--- src/rtl/ultrasonido_hcsr04_if.sv ---
// ultrasonido_hcsr04_if: HC-SR04 sensor pins plus the published measurement results.
interface ultrasonido_hcsr04_if #(
    parameter int DIST_W = 9
);
    logic              echo;
    logic              trigger;
    logic [DIST_W-1:0] distancia_cm;
    logic              dato_valido;
    logic              timeout;
    logic              Ultra_sonido;
    modport master (input echo, output trigger, distancia_cm, dato_valido, timeout, Ultra_sonido);
    modport slave (output echo, input trigger, distancia_cm, dato_valido, timeout, Ultra_sonido);
endinterface

--- src/rtl/ultrasonido_hcsr04.sv ---
// ultrasonido_hcsr04: periodic HC-SR04 trigger, echo timing in cm and near-object flag.
module ultrasonido_hcsr04 #(
    parameter int TRIG_CYCLES    = 500,
    parameter int PERIOD_CYCLES  = 3_000_000,
    parameter int TIMEOUT_CYCLES = 1_500_000,
    parameter int CYCLES_PER_CM  = 2900,
    parameter int UMBRAL_CM      = 20,
    parameter int DIST_W         = 9
) (
    input logic                  clk,
    input logic                  reset,
    ultrasonido_hcsr04_if.master bus
);
    localparam int PW = $clog2(PERIOD_CYCLES + 1);
    localparam int TW = $clog2(TIMEOUT_CYCLES + 1);
    localparam int GW = $clog2(TRIG_CYCLES + 1);
    localparam int SW = $clog2(CYCLES_PER_CM + 1);
    localparam logic [PW-1:0]     PER_LAST  = PW'(PERIOD_CYCLES - 1);
    localparam logic [TW-1:0]     WAIT_LAST = TW'(TIMEOUT_CYCLES - 1);
    localparam logic [GW-1:0]     TRIG_LAST = GW'(TRIG_CYCLES - 1);
    localparam logic [SW-1:0]     SUB_LAST  = SW'(CYCLES_PER_CM - 1);
    localparam logic [DIST_W-1:0] CM_MAX    = '1;
    localparam logic [DIST_W-1:0] UMBRAL    = DIST_W'(UMBRAL_CM);

    typedef enum logic [2:0] {ESPERA, DISPARO, ESP_ECO, MIDE, FIN} estado_t;

    estado_t           estado_q;
    logic              echo_meta_q, echo_sync_q, echo_prev_q;
    logic [PW-1:0]     per_q, per_d;
    logic [GW-1:0]     trig_q;
    logic [TW-1:0]     wait_q;
    logic [SW-1:0]     sub_q, sub_d;
    logic [DIST_W-1:0] cm_q, cm_d;
    logic              rise, fall, sub_wrap, wait_end;
    logic              trigger_q, dv_q, to_q, us_q;
    logic [DIST_W-1:0] dist_q;

    // cm_d already includes the current cycle, so the falling-edge cycle is counted too
    always_comb begin
        rise     = echo_sync_q & ~echo_prev_q;
        fall     = ~echo_sync_q & echo_prev_q;
        per_d    = (per_q == PER_LAST) ? '0 : per_q + 1'b1;
        sub_wrap = sub_q == SUB_LAST;
        sub_d    = sub_wrap ? '0 : sub_q + 1'b1;
        cm_d     = (sub_wrap && cm_q != CM_MAX) ? cm_q + 1'b1 : cm_q;
        wait_end = wait_q == WAIT_LAST;
    end

    always_ff @(posedge clk) begin
        if (reset) begin
            estado_q    <= ESPERA;
            echo_meta_q <= 1'b0;
            echo_sync_q <= 1'b0;
            echo_prev_q <= 1'b0;
            per_q       <= '0;
            trig_q      <= '0;
            wait_q      <= '0;
            sub_q       <= '0;
            cm_q        <= '0;
            trigger_q   <= 1'b0;
            dist_q      <= '1;
            dv_q        <= 1'b0;
            to_q        <= 1'b0;
            us_q        <= 1'b0;
        end else begin
            {echo_prev_q, echo_sync_q, echo_meta_q} <= {echo_sync_q, echo_meta_q, bus.echo};
            per_q <= per_d;
            dv_q  <= 1'b0;
            case (estado_q)
                ESPERA: if (per_q == '0) begin
                    estado_q  <= DISPARO;
                    trigger_q <= 1'b1;
                    trig_q    <= '0;
                end
                DISPARO: if (trig_q == TRIG_LAST) begin
                    estado_q  <= ESP_ECO;
                    trigger_q <= 1'b0;
                    wait_q    <= '0;
                end else begin
                    trig_q <= trig_q + 1'b1;
                end
                ESP_ECO: if (rise) begin
                    estado_q <= MIDE;
                    wait_q   <= '0;
                    sub_q    <= '0;
                    cm_q     <= '0;
                end else if (wait_end) begin
                    estado_q <= FIN;
                    dist_q   <= '1;
                    to_q     <= 1'b1;
                    us_q     <= 1'b0;
                    dv_q     <= 1'b1;
                end else begin
                    wait_q <= wait_q + 1'b1;
                end
                MIDE: if (fall) begin
                    estado_q <= FIN;
                    dist_q   <= cm_d;
                    to_q     <= 1'b0;
                    us_q     <= cm_d < UMBRAL;
                    dv_q     <= 1'b1;
                end else if (wait_end) begin
                    estado_q <= FIN;
                    dist_q   <= '1;
                    to_q     <= 1'b1;
                    us_q     <= 1'b0;
                    dv_q     <= 1'b1;
                end else begin
                    sub_q  <= sub_d;
                    cm_q   <= cm_d;
                    wait_q <= wait_q + 1'b1;
                end
                FIN:     estado_q <= ESPERA;
                default: estado_q <= ESPERA;
            endcase
        end
    end

    assign bus.trigger      = trigger_q;
    assign bus.distancia_cm = dist_q;
    assign bus.dato_valido  = dv_q;
    assign bus.timeout      = to_q;
    assign bus.Ultra_sonido = us_q;
endmodule
--- src/flat_wrapper.sv ---
// flat-port wrapper written by rule: the top's interface ports become plain ports
module ultrasonido_hcsr04_flat 
#(
    parameter int TRIG_CYCLES    = 500,
    parameter int PERIOD_CYCLES  = 3_000_000,
    parameter int TIMEOUT_CYCLES = 1_500_000,
    parameter int CYCLES_PER_CM  = 2900,
    parameter int UMBRAL_CM      = 20,
    parameter int DIST_W         = 9
)
  (clk, reset, bus_echo, bus_trigger, bus_distancia_cm, bus_dato_valido, bus_timeout, bus_Ultra_sonido);
  ultrasonido_hcsr04_if #(.DIST_W(DIST_W)) bus_i ();
  input logic clk;
  input logic reset;
  input wire logic [$bits(bus_i.echo)-1:0] bus_echo;
  output wire logic [$bits(bus_i.trigger)-1:0] bus_trigger;
  output wire logic [$bits(bus_i.distancia_cm)-1:0] bus_distancia_cm;
  output wire logic [$bits(bus_i.dato_valido)-1:0] bus_dato_valido;
  output wire logic [$bits(bus_i.timeout)-1:0] bus_timeout;
  output wire logic [$bits(bus_i.Ultra_sonido)-1:0] bus_Ultra_sonido;
  assign bus_i.echo = bus_echo;
  assign bus_trigger = bus_i.trigger;
  assign bus_distancia_cm = bus_i.distancia_cm;
  assign bus_dato_valido = bus_i.dato_valido;
  assign bus_timeout = bus_i.timeout;
  assign bus_Ultra_sonido = bus_i.Ultra_sonido;
  ultrasonido_hcsr04 #(.TRIG_CYCLES(TRIG_CYCLES), .PERIOD_CYCLES(PERIOD_CYCLES), .TIMEOUT_CYCLES(TIMEOUT_CYCLES), .CYCLES_PER_CM(CYCLES_PER_CM), .UMBRAL_CM(UMBRAL_CM), .DIST_W(DIST_W)) u_core (.clk(clk), .reset(reset), .bus(bus_i));
endmodule
--- config.mk ---
export PLATFORM = sky130hd
export DESIGN_NAME = ultrasonido_hcsr04_flat
export DESIGN_NICKNAME = d
export VERILOG_FILES = /design/src/rtl/ultrasonido_hcsr04_if.sv /design/src/rtl/ultrasonido_hcsr04.sv /design/src/flat_wrapper.sv
export SDC_FILE = /design/constraint.sdc
export NUM_CORES = 1
export LEC_CHECK = 0
export CAP_MARGIN = 10
export CORE_MARGIN = 2
export CORE_UTILIZATION = 45
export DETAILED_ROUTE_END_ITERATION = 10
export MAX_ROUTING_LAYER = met4
export PLACE_DENSITY = 0.64
export SETUP_SLACK_MARGIN = 0.15
export SLEW_MARGIN = 15
export SYNTH_ARGS = -nofsm -noshare
export SYNTH_HDL_FRONTEND = slang
export SYNTH_SLANG_ARGS = --single-unit
--- constraint.sdc ---
create_clock -name clk -period 7.6 [get_ports clk]
set_clock_uncertainty 0.2 [all_clocks]
set_input_delay 1.14 -clock clk [delete_from_list [all_inputs] [get_ports clk]]
set_output_delay 1.14 -clock clk [all_outputs]
set_load 0.005 [all_outputs]
==> results of run 1 <==
==> stage by stage <==
stage / hold WS [ps] / std cells / util [%]
CTS: 247 / 730 / 50.3
detailed placement: 224 / 714 / 48.6
finish: 243 / 731 / 50.4
global route: 272 / 731 / 50.4
floorplan: 214 / 590 / -
global placement: 221 / 714 / 48.6
==> power groups by stage <==
stage	logic, W	clock network, W	registers, W
2_1_floorplan	0.000103	0	0.000518
3_3_place_gp	0.000131	0	0.000525
3_5_place_dp	0.000134	0	0.000525
4_1_cts	0.000134	0.000324	0.000514
5_1_grt	0.000150	0.000340	0.000518
6_report	0.000135	0.000310	0.000514
==> sequential cells by signal (all words and copies together) (netlist names), 3 cells and up <==
register and count:
u_core.sub_q 12, u_core.bus.distancia_cm 9, u_core.trig_q 9, u_core.per_q 22
u_core.wait_q 21, u_core.estado_q 3, u_core.cm_q 9
==> cells in the final DEF, fill, tap and decap left out, drive strengths merged, types with 11 or more instances in the layout <==
cell type      instances
dfxtp                 92
nor2                  52
a21oi                 42
nand2                 39
o21ai                 38
nor3                  36
nand3                 35
or4                   22
o31ai                 22
nand4                 17
xnor2                 17
inv                   15
clkdlybuf4s50         15
clkbuf                13
nor4                  13
and3                  11
==> logic make-up after synthesis <==
kind of cell	Yosys count	share of synthesized area [%]
adder cells (fa/ha/maj)	7	1.83
buffers and inverters	46	3.80
AND/OR/NAND/NOR	282	32.9
flip-flops	92	38.6
AO/OA/AOI/OAI	132	17.0
XOR/XNOR	26	4.77
multiplexers	5	1.07
==> Yosys cell counts, types with 3 or more instances <==
cell type  count
a21oi_1       42
a31oi_1        3
and2_1         5
and3_1        11
and4_1         8
buf_1          3
clkbuf_1      26
dfxtp_1       92
ha_1           7
inv_1         15
mux2i_1        4
nand2_1       39
nand2b_1       3
nand3_1       35
nand3b_1       6
nand4_1       17
nand4b_1       3
nor2_1        52
nor2b_1        4
nor3_1        35
nor3b_1        3
nor4_1        11
nor4b_1        3
o211ai_1       3
o21a_1         7
o21ai_0       37
o31ai_1       21
o41ai_1        3
or2_2          6
or3_1          9
or3b_2         3
or4_1         21
xnor2_1       17
xor2_1         9
==> cell type report <==
type	count	area, um^2
Inverter	15	56.3
Fill cell	1042	5120
Multi-Input combinational cell	452	2770
Clock buffer	13	159
Clock inverter	3	21.3
Timing Repair Buffer	20	185
Sequential cell	92	1840
Tap cell	136	170
==> critical path, delay by kind of cell <==
family | cells | cell delay (ps)
AO/OA/AOI/OAI | 2 | 520
buffers and inverters | 3 | 1060
AND/OR/NAND/NOR | 1 | 480
==> worst paths after layout <==
path	startpoint	endpoint	slack, ps	cells past startpoint
setup / recovery	reset	u_core.wait_q[4]	4470	6
hold / removal	u_core.echo_meta_q	u_core.echo_sync_q	240	1
setup reg to reg	u_core.cm_q[0]	u_core.bus.distancia_cm[2]	4660	9
hold reg to reg	u_core.echo_meta_q	u_core.echo_sync_q	240	1
==> metal layers <==
metal	wire (um)	global-route usage, %	share of wire, %	up-vias
met1	5250	26.4	46	2107
met4	155	6.68	1.4	0
met3	413	4.98	3.7	13
li1	-	-	-	2191
met5	0	-	0	-
met2	5480	33.9	49	82
==> results.yml, run 1 <==
logic_synthesis:
  ys_async_sr_fraction_pct: 0
  ys_ff_latch: 92
  synth.area.top_cells: "dfxtp_1 (39%), a21oi_1 (4.4%), nor2_1 (4.1%)"
  syn_nets: 600
  seq_area_frac_synth_pct: 38.6
  synth-edff-count: 0
  yosysUniqueCellTypes: 57
  syn_area_um2: 4770
  ys_warn_count: 0
  synthCells: 590
  yosysTopAreaCell: "dfxtp_1"
  synth_ff_type: "dfxtp_1"
  synth.avg_cell_area_um2: 8.09
  synthDominantCellAreaShare_pct: 38.6
finish:
  nNetsFinal: 600
  drive_gt1_share_pct: 6.55
  final_area_um2: 5200
  syn_to_final_growth_pct: 8.91
  antenna_cells: 0
power_and_ir_drop:
  power_frac_clock_pct: 32.3
  p_leak_nw: 1.60
  p_switching_w: 0.000285
  peakVddDrop_v: 0.000106
  combPwrFrac_pct: 14.1
  p_int_w: 0.000675
  fin_total_pwr_w: 0.000960
  p_sw_share_pct: 29.7
  seqPwrFrac_pct: 53.6
  cellPowerDensity_nw_per_um2: 185
timing:
  setup_viol: 0
  final-max-slew-violation-count: 0
  final_hold_viol_count: 0
  fmax_mhz: 320
  worst_slack_ps: 4470
  period_share_pct: 41.1
  worstMarginPinSlew_ps: 1160
  slew_headroom_pct: 22.3
  rsz0062_at_grt: "false"
  min_period_ps: 3130
  setup-tns-final_ps: 0
placement:
  port_buffers: 15
  dp_hpwl_um: 7760
  place_congestion: 0.855
  pre_cts_ws_ps: 4060
  placed_area_um2: 5010
clock_network:
  post_cts_buffers: 0
  cts.clk_slew.worst_paths_ps: 100
  cts_tree: "yes"
  worstSkewPairLatency_ps: 370
  cts_resized: 0
  clockBufferDepth: 2
  numCtsBuffers: 9
  htree_num_levels: 3
  root_buffer: "clkbuf_8"
  cts.sink_count: 92
  postCtsHoldBufs: 0
detailed_routing:
  vias: 4393
  dr.pass1.iters: 4
  wl_per_cell_um: 15.5
  dr.first_iter.drc_count: 242
  antenna_left: 0
  wirelength_um: 11300
  drcViolationCount: 0
  via_per_inst: 6.01
grt:
  grt_pass1_wl_um: 19100
  grt_max_degree: 33
  antenna_found_initial: 0
  grt_pass1_vias: 4050
  overflow: 0
  grt_use_total_pct: 21.1
floorplanning:
  num_rows: 37
  die-width_um: 107
  die_h_um: 107
  coreArea_um2: 10300
  ios: 16
  start_util_pct: 46.2
  die-area_um2: 11400
outcome:
  status: "finished clean"
setup_path:
  cp.required_ps: 7680
  end_kind: "flop"
  cpPeakStageDelay_ps: 480
  setup.worst_path.start_class: "input pin"
  cp_max_fo: 22
  slowest_stage: "or2_2"
  crit_chain: "clkdlybuf4s50_1, buf_4, inv_1, o21ai_0, or2_2, o41ai_1"
  crit_type: "in2reg"
  worst_ep_arrival_time_ps: 3200
min_path:
  hp-class: "reg2reg"
run:
  maxCapViolCount: 0
Power figures use the tool's default switching activity.
==> run 2, diff against run 1 <==
- clock period: 7.6 -> 2.99 ns (I/O delays scaled with it)
==> results.yml, run 2 (synthesized netlist as in run 1, its figures left out) <==
timing:
  min_period_ps: 2710
  setup-tns-final_ps: 0
  period_share_pct: 90.6
  slew_headroom_pct: 50.2
  rsz0062_at_grt: "false"
  worstMarginPinSlew_ps: 744
  final_hold_viol_count: 0
  fmax_mhz: 369
  setup_viol: 0
  final-max-slew-violation-count: 0
setup_path:
  cp.required_ps: 3070
  cp-startpoint: "u_core.cm_q[0]"
  reg2reg_from: "u_core.cm_q[0]"
  setup.worst_path.start_class: "flop"
  cp_max_fo: 7
  reg2reg_depth: 9
  end_kind: "flop"
  worstReg2RegEnd: "u_core.bus.Ultra_sonido"
  worst_ep_arrival_time_ps: 2790
  r2r_setup_slack_ps: 280
  crit_type: "reg2reg"
detailed_routing:
  vias: 4437
  drcViolationCount: 0
  dr.pass1.iters: 5
  via_per_inst: 5.96
  antenna_left: 0
  wirelength_um: 11300
  dr.first_iter.drc_count: 226
  wl_per_cell_um: 15.2
finish:
  syn_to_final_growth_pct: 12.8
  largest_register_ffs: 22
  mostFrequentLayoutCells: "dfxtp_1 (90), nor2_1 (52), a21oi_1 (42)"
  final_common_cell: "dfxtp_1"
  fillers: 1014
  instances_no_fill: 744
  nNetsFinal: 613
  reg_top3: "u_core.per_q: 22 flops, u_core.wait_q: 21 flops, u_core.sub_q: 12 flops"
  antenna_cells: 0
  top_register: "u_core.per_q"
  drive_gt1_share_pct: 9.54
clock_network:
  htree_num_levels: 3
  worstSkewPairLatency_ps: 350
  root_buffer: "clkbuf_8"
  numCtsBuffers: 9
  clockBufferDepth: 2
  postCtsHoldBufs: 0
  cts_tree: "yes"
  cts.sink_count: 92
  cts.clk_slew.worst_paths_ps: 90
floorplanning:
  num_rows: 37
  die-area_um2: 11400
  start_util_pct: 46.2
  coreArea_um2: 10300
  die_h_um: 107
  die-width_um: 107
  ios: 16
min_path:
  min_from: "u_core.echo_meta_q"
  hp-class: "reg2reg"
  holdPathStages: 1
  whs_endpoint: "u_core.echo_sync_q"
power_and_ir_drop:
  cellPowerDensity_nw_per_um2: 496
  combPwrFrac_pct: 14.1
  p_switching_w: 0.000726
  p_sw_share_pct: 27.2
  peakVddDrop_v: 0.000287
  seqPwrFrac_pct: 48.9
  p_int_w: 0.00195
  p_leak_nw: 1.71
  power_frac_clock_pct: 37.0
  fin_total_pwr_w: 0.00267
grt:
  antenna_found_initial: 0
  grt_max_degree: 33
  grt_pass1_wl_um: 19700
  grt_use_total_pct: 21.5
  overflow: 0
  grt_pass1_vias: 4293
placement:
  dp_hpwl_um: 7950
  port_buffers: 15
  dp_cells: 728
  place_congestion: 0.884
run:
  maxCapViolCount: 0
outcome:
  status: "finished clean"
run 2: cell count changes in the layout (fill, tap and decap cells not counted), moves of 2 or more:
cell / previous run / this run
clkbuf_1: 2 / 0
bufinv_16: 0 / 3
buf_4: 4 / 18
dfxtp_2: 0 / 2
dfxtp_1: 92 / 90
clkbuf_8: 11 / 9
run 2: stage by stage:
step	hold WS (ps)	area, um^2	utilization, %	setup slack, ps
after floorplan	214	4770	-	368
after global placement	238	5120	49.6	297
after detailed placement	234	5120	49.6	241
after CTS	255	5360	51.9	214
after global routing	277	5380	52.2	147
final	251	5380	52.2	282
run 2: what timing repair did:
action                     in CTS  in global routing
resized for setup               0                  5
setup buffers                   0                  0
setup endpoints to repair       0                  5
run 2: how the worst max path moves through the flow:
stage                              end  slack (ps)  cells after the start
3_3_place_gp   u_core.bus.Ultra_sonido         300                      9
4_1_cts        u_core.bus.Ultra_sonido         210                      9
3_5_place_dp   u_core.bus.Ultra_sonido         240                      9
6_report       u_core.bus.Ultra_sonido         280                      9
2_1_floorplan  u_core.bus.Ultra_sonido         370                     10
5_1_grt        u_core.bus.Ultra_sonido         150                      9
run 2: area by class of cell:
| cell class | count | area (um^2) | share of cell area [%] |
|---|---|---|---|
| clock inverters | 7 | 115 | 2.14 |
| repair buffers | 33 | 285 | 5.30 |
| well taps | 136 | 170 | 3.16 |
| inverters | 15 | 56.3 | 1.05 |
| flip-flops and latches | 92 | 1840 | 34.3 |
| multi-input cells | 452 | 2790 | 51.8 |
| clock buffers | 9 | 124 | 2.30 |
run 2: power groups by stage:
stage | combinational, W | sequential, W | clock (W)
floorplan | 0.000261 | 0.00132 | 0
global placement | 0.000365 | 0.00133 | 0
detailed placement | 0.000372 | 0.00133 | 0
CTS | 0.000373 | 0.00131 | 0.00103
global route | 0.000423 | 0.00131 | 0.00108
finish | 0.000377 | 0.00131 | 0.000989
run 2: metal layers:
metal  vias to the layer above  part of all wire, %  track usage, %
met3                        14                  3.1            4.07
met1                      2134                   47            26.0
met5                         -                    0               -
li1                       2222                    -               -
met4                         0                  1.4            6.86
met2                        67                   49            36.4
run 2: worst max-delay path, cell delays in order, from the launching register on:
cell      delay [ps]
dfxtp_2          360
ha_2             220
nand3_1          130
nor2_1            70
ha_1             220
nand3b_1         200
or4_4            430
o21a_1           210
or3_1            380
o31ai_2          200
==> run 3, diff against run 2 <==
- PLACE_DENSITY: 0.64 -> 0.59
- SETUP_SLACK_MARGIN: 0.15 -> 0.2
==> results.yml, run 3 (synthesized netlist as in run 1, its figures left out) <==
power_and_ir_drop:
  p_leak_nw: 1.69
  peakVddDrop_v: 0.000241
  cellPowerDensity_nw_per_um2: 466
clock_network:
  numCtsBuffers: 9
  postCtsHoldBufs: 0
  cts_tree: "yes"
  cts.clk_slew.worst_paths_ps: 80
  worstSkewPairLatency_ps: 360
  clockBufferDepth: 2
  htree_num_levels: 3
  root_buffer: "clkbuf_8"
  cts.sink_count: 92
finish:
  mostFrequentLayoutCells: "dfxtp_1 (89), nor2_1 (52), a21oi_1 (42)"
  drive_gt1_share_pct: 9.85
  reg_top3: "u_core.per_q: 22 flops, u_core.wait_q: 21 flops, u_core.sub_q: 12 flops"
  instances_no_fill: 745
  fin_util_pct: 51.9
  final_common_cell: "dfxtp_1"
  syn_to_final_growth_pct: 12.3
  top_register: "u_core.per_q"
  antenna_cells: 0
  nNetsFinal: 615
  largest_register_ffs: 22
  fillers: 997
timing:
  period_share_pct: 89.7
  setup_viol: 0
  final_hold_viol_count: 0
  fmax_mhz: 373
  min_period_ps: 2680
  final-max-slew-violation-count: 0
  worstMarginPinSlew_ps: 707
  rsz0062_at_grt: "true"
  setup-tns-final_ps: 0
  slew_headroom_pct: 52.7
floorplanning:
  die_h_um: 107
  die-width_um: 107
  start_util_pct: 46.2
  coreArea_um2: 10300
  num_rows: 37
  ios: 16
  die-area_um2: 11400
min_path:
  min_from: "u_core.echo_meta_q"
  whs_endpoint: "u_core.echo_sync_q"
  holdPathStages: 1
  hp-class: "reg2reg"
grt:
  grt_use_met3_pct: 4.32
  busiest_layer: "met2"
  grt_max_degree: 31
  use_met2_pct: 37.6
  grt_pass1_wl_um: 19800
  grtUsageMet1_pct: 26.0
  grt_use_total_pct: 21.7
  overflow: 0
  antenna_found_initial: 0
  grt_pass1_vias: 4213
setup_path:
  end_kind: "flop"
  reg2reg_depth: 9
  worst_ep_arrival_time_ps: 2760
  r2r_setup_slack_ps: 310
  cp_max_fo: 7
  worstReg2RegEnd: "u_core.bus.Ultra_sonido"
  setup.worst_path.start_class: "flop"
  reg2reg_from: "u_core.cm_q[0]"
  cp.required_ps: 3070
  crit_type: "reg2reg"
placement:
  dp_cells: 729
  port_buffers: 15
  dp_hpwl_um: 8160
  place_congestion: 0.911
detailed_routing:
  drcViolationCount: 0
  vias: 4388
  dr.first_iter.drc_count: 235
  wl_per_cell_um: 15.4
  wirelength_um: 11500
  antenna_left: 0
  dr.pass1.iters: 5
  via_per_inst: 5.89
outcome:
  status: "finished clean"
run:
  maxCapViolCount: 0
==> run 3: layer usage <==
| metal | part of all wire [%] | vias up |
|---|---|---|
| li1 | - | 2227 |
| met1 | 46 | 2086 |
| met2 | 50 | 65 |
| met3 | 2.9 | 10 |
| met4 | 1.2 | 0 |
| met5 | 0 | - |
==> run 3: timing repair <==
action / 4_1_cts / 5_1_grt
setup endpoints to repair: 14 / 12
endpoints found under the hold margin: 0 / 0
setup buffers: 0 / 1
resized for setup: 2 / 7
==> run 3: area by class of cell <==
class	count	area, um^2	area share [%]
Timing Repair Buffer	35	300	5.60
Inverter	15	56.3	1.05
Tap cell	136	170	3.17
Sequential cell	92	1850	34.4
Multi-Input combinational cell	452	2800	52.2
Clock buffer	14	183	3.41
Clock inverter	1	5.00	0.0934
==> run 3: metrics by stage <==
stage	area [um^2]	hold WS [ps]	power, W	worst slack [ps]
4_1_cts	5320	245	0.00251	234
2_1_floorplan	4770	214	0.00158	368
3_5_place_dp	5120	225	0.00170	77.4
6_report	5360	241	0.00250	307
3_3_place_gp	5120	236	0.00169	218
5_1_grt	5360	261	0.00262	174
==> run 3: worst max path at each step <==
stage | from | end | depth (start not counted)
2_1_floorplan | u_core.cm_q[3] | u_core.bus.Ultra_sonido | 10
5_1_grt | u_core.cm_q[0] | u_core.bus.Ultra_sonido | 9
6_report | u_core.cm_q[0] | u_core.bus.Ultra_sonido | 9
3_3_place_gp | u_core.trig_q[0] | u_core.wait_q[13] | 6
4_1_cts | u_core.cm_q[0] | u_core.bus.Ultra_sonido | 9
3_5_place_dp | u_core.trig_q[0] | u_core.wait_q[18] | 6
==> run 3: critical path: stages (launching register included) <==
cell	delay [ps]
dfxtp_2	360
ha_1	230
nand3_2	100
nor2_1	50
ha_1	210
nand3b_1	190
or4_4	440
o21a_1	200
or3_1	400
o31ai_2	220
==> run 3: where the power goes <==
part	leakage, nW	switching (W)	internal, W	total, W
Combinational	0.848	0.000250	0.000130	0.000379
Clock	0.0986	0.000423	0.000389	0.000812
Sequential	0.745	0.0000482	0.00126	0.00131
Total	1.69	0.000721	0.00178	0.00250
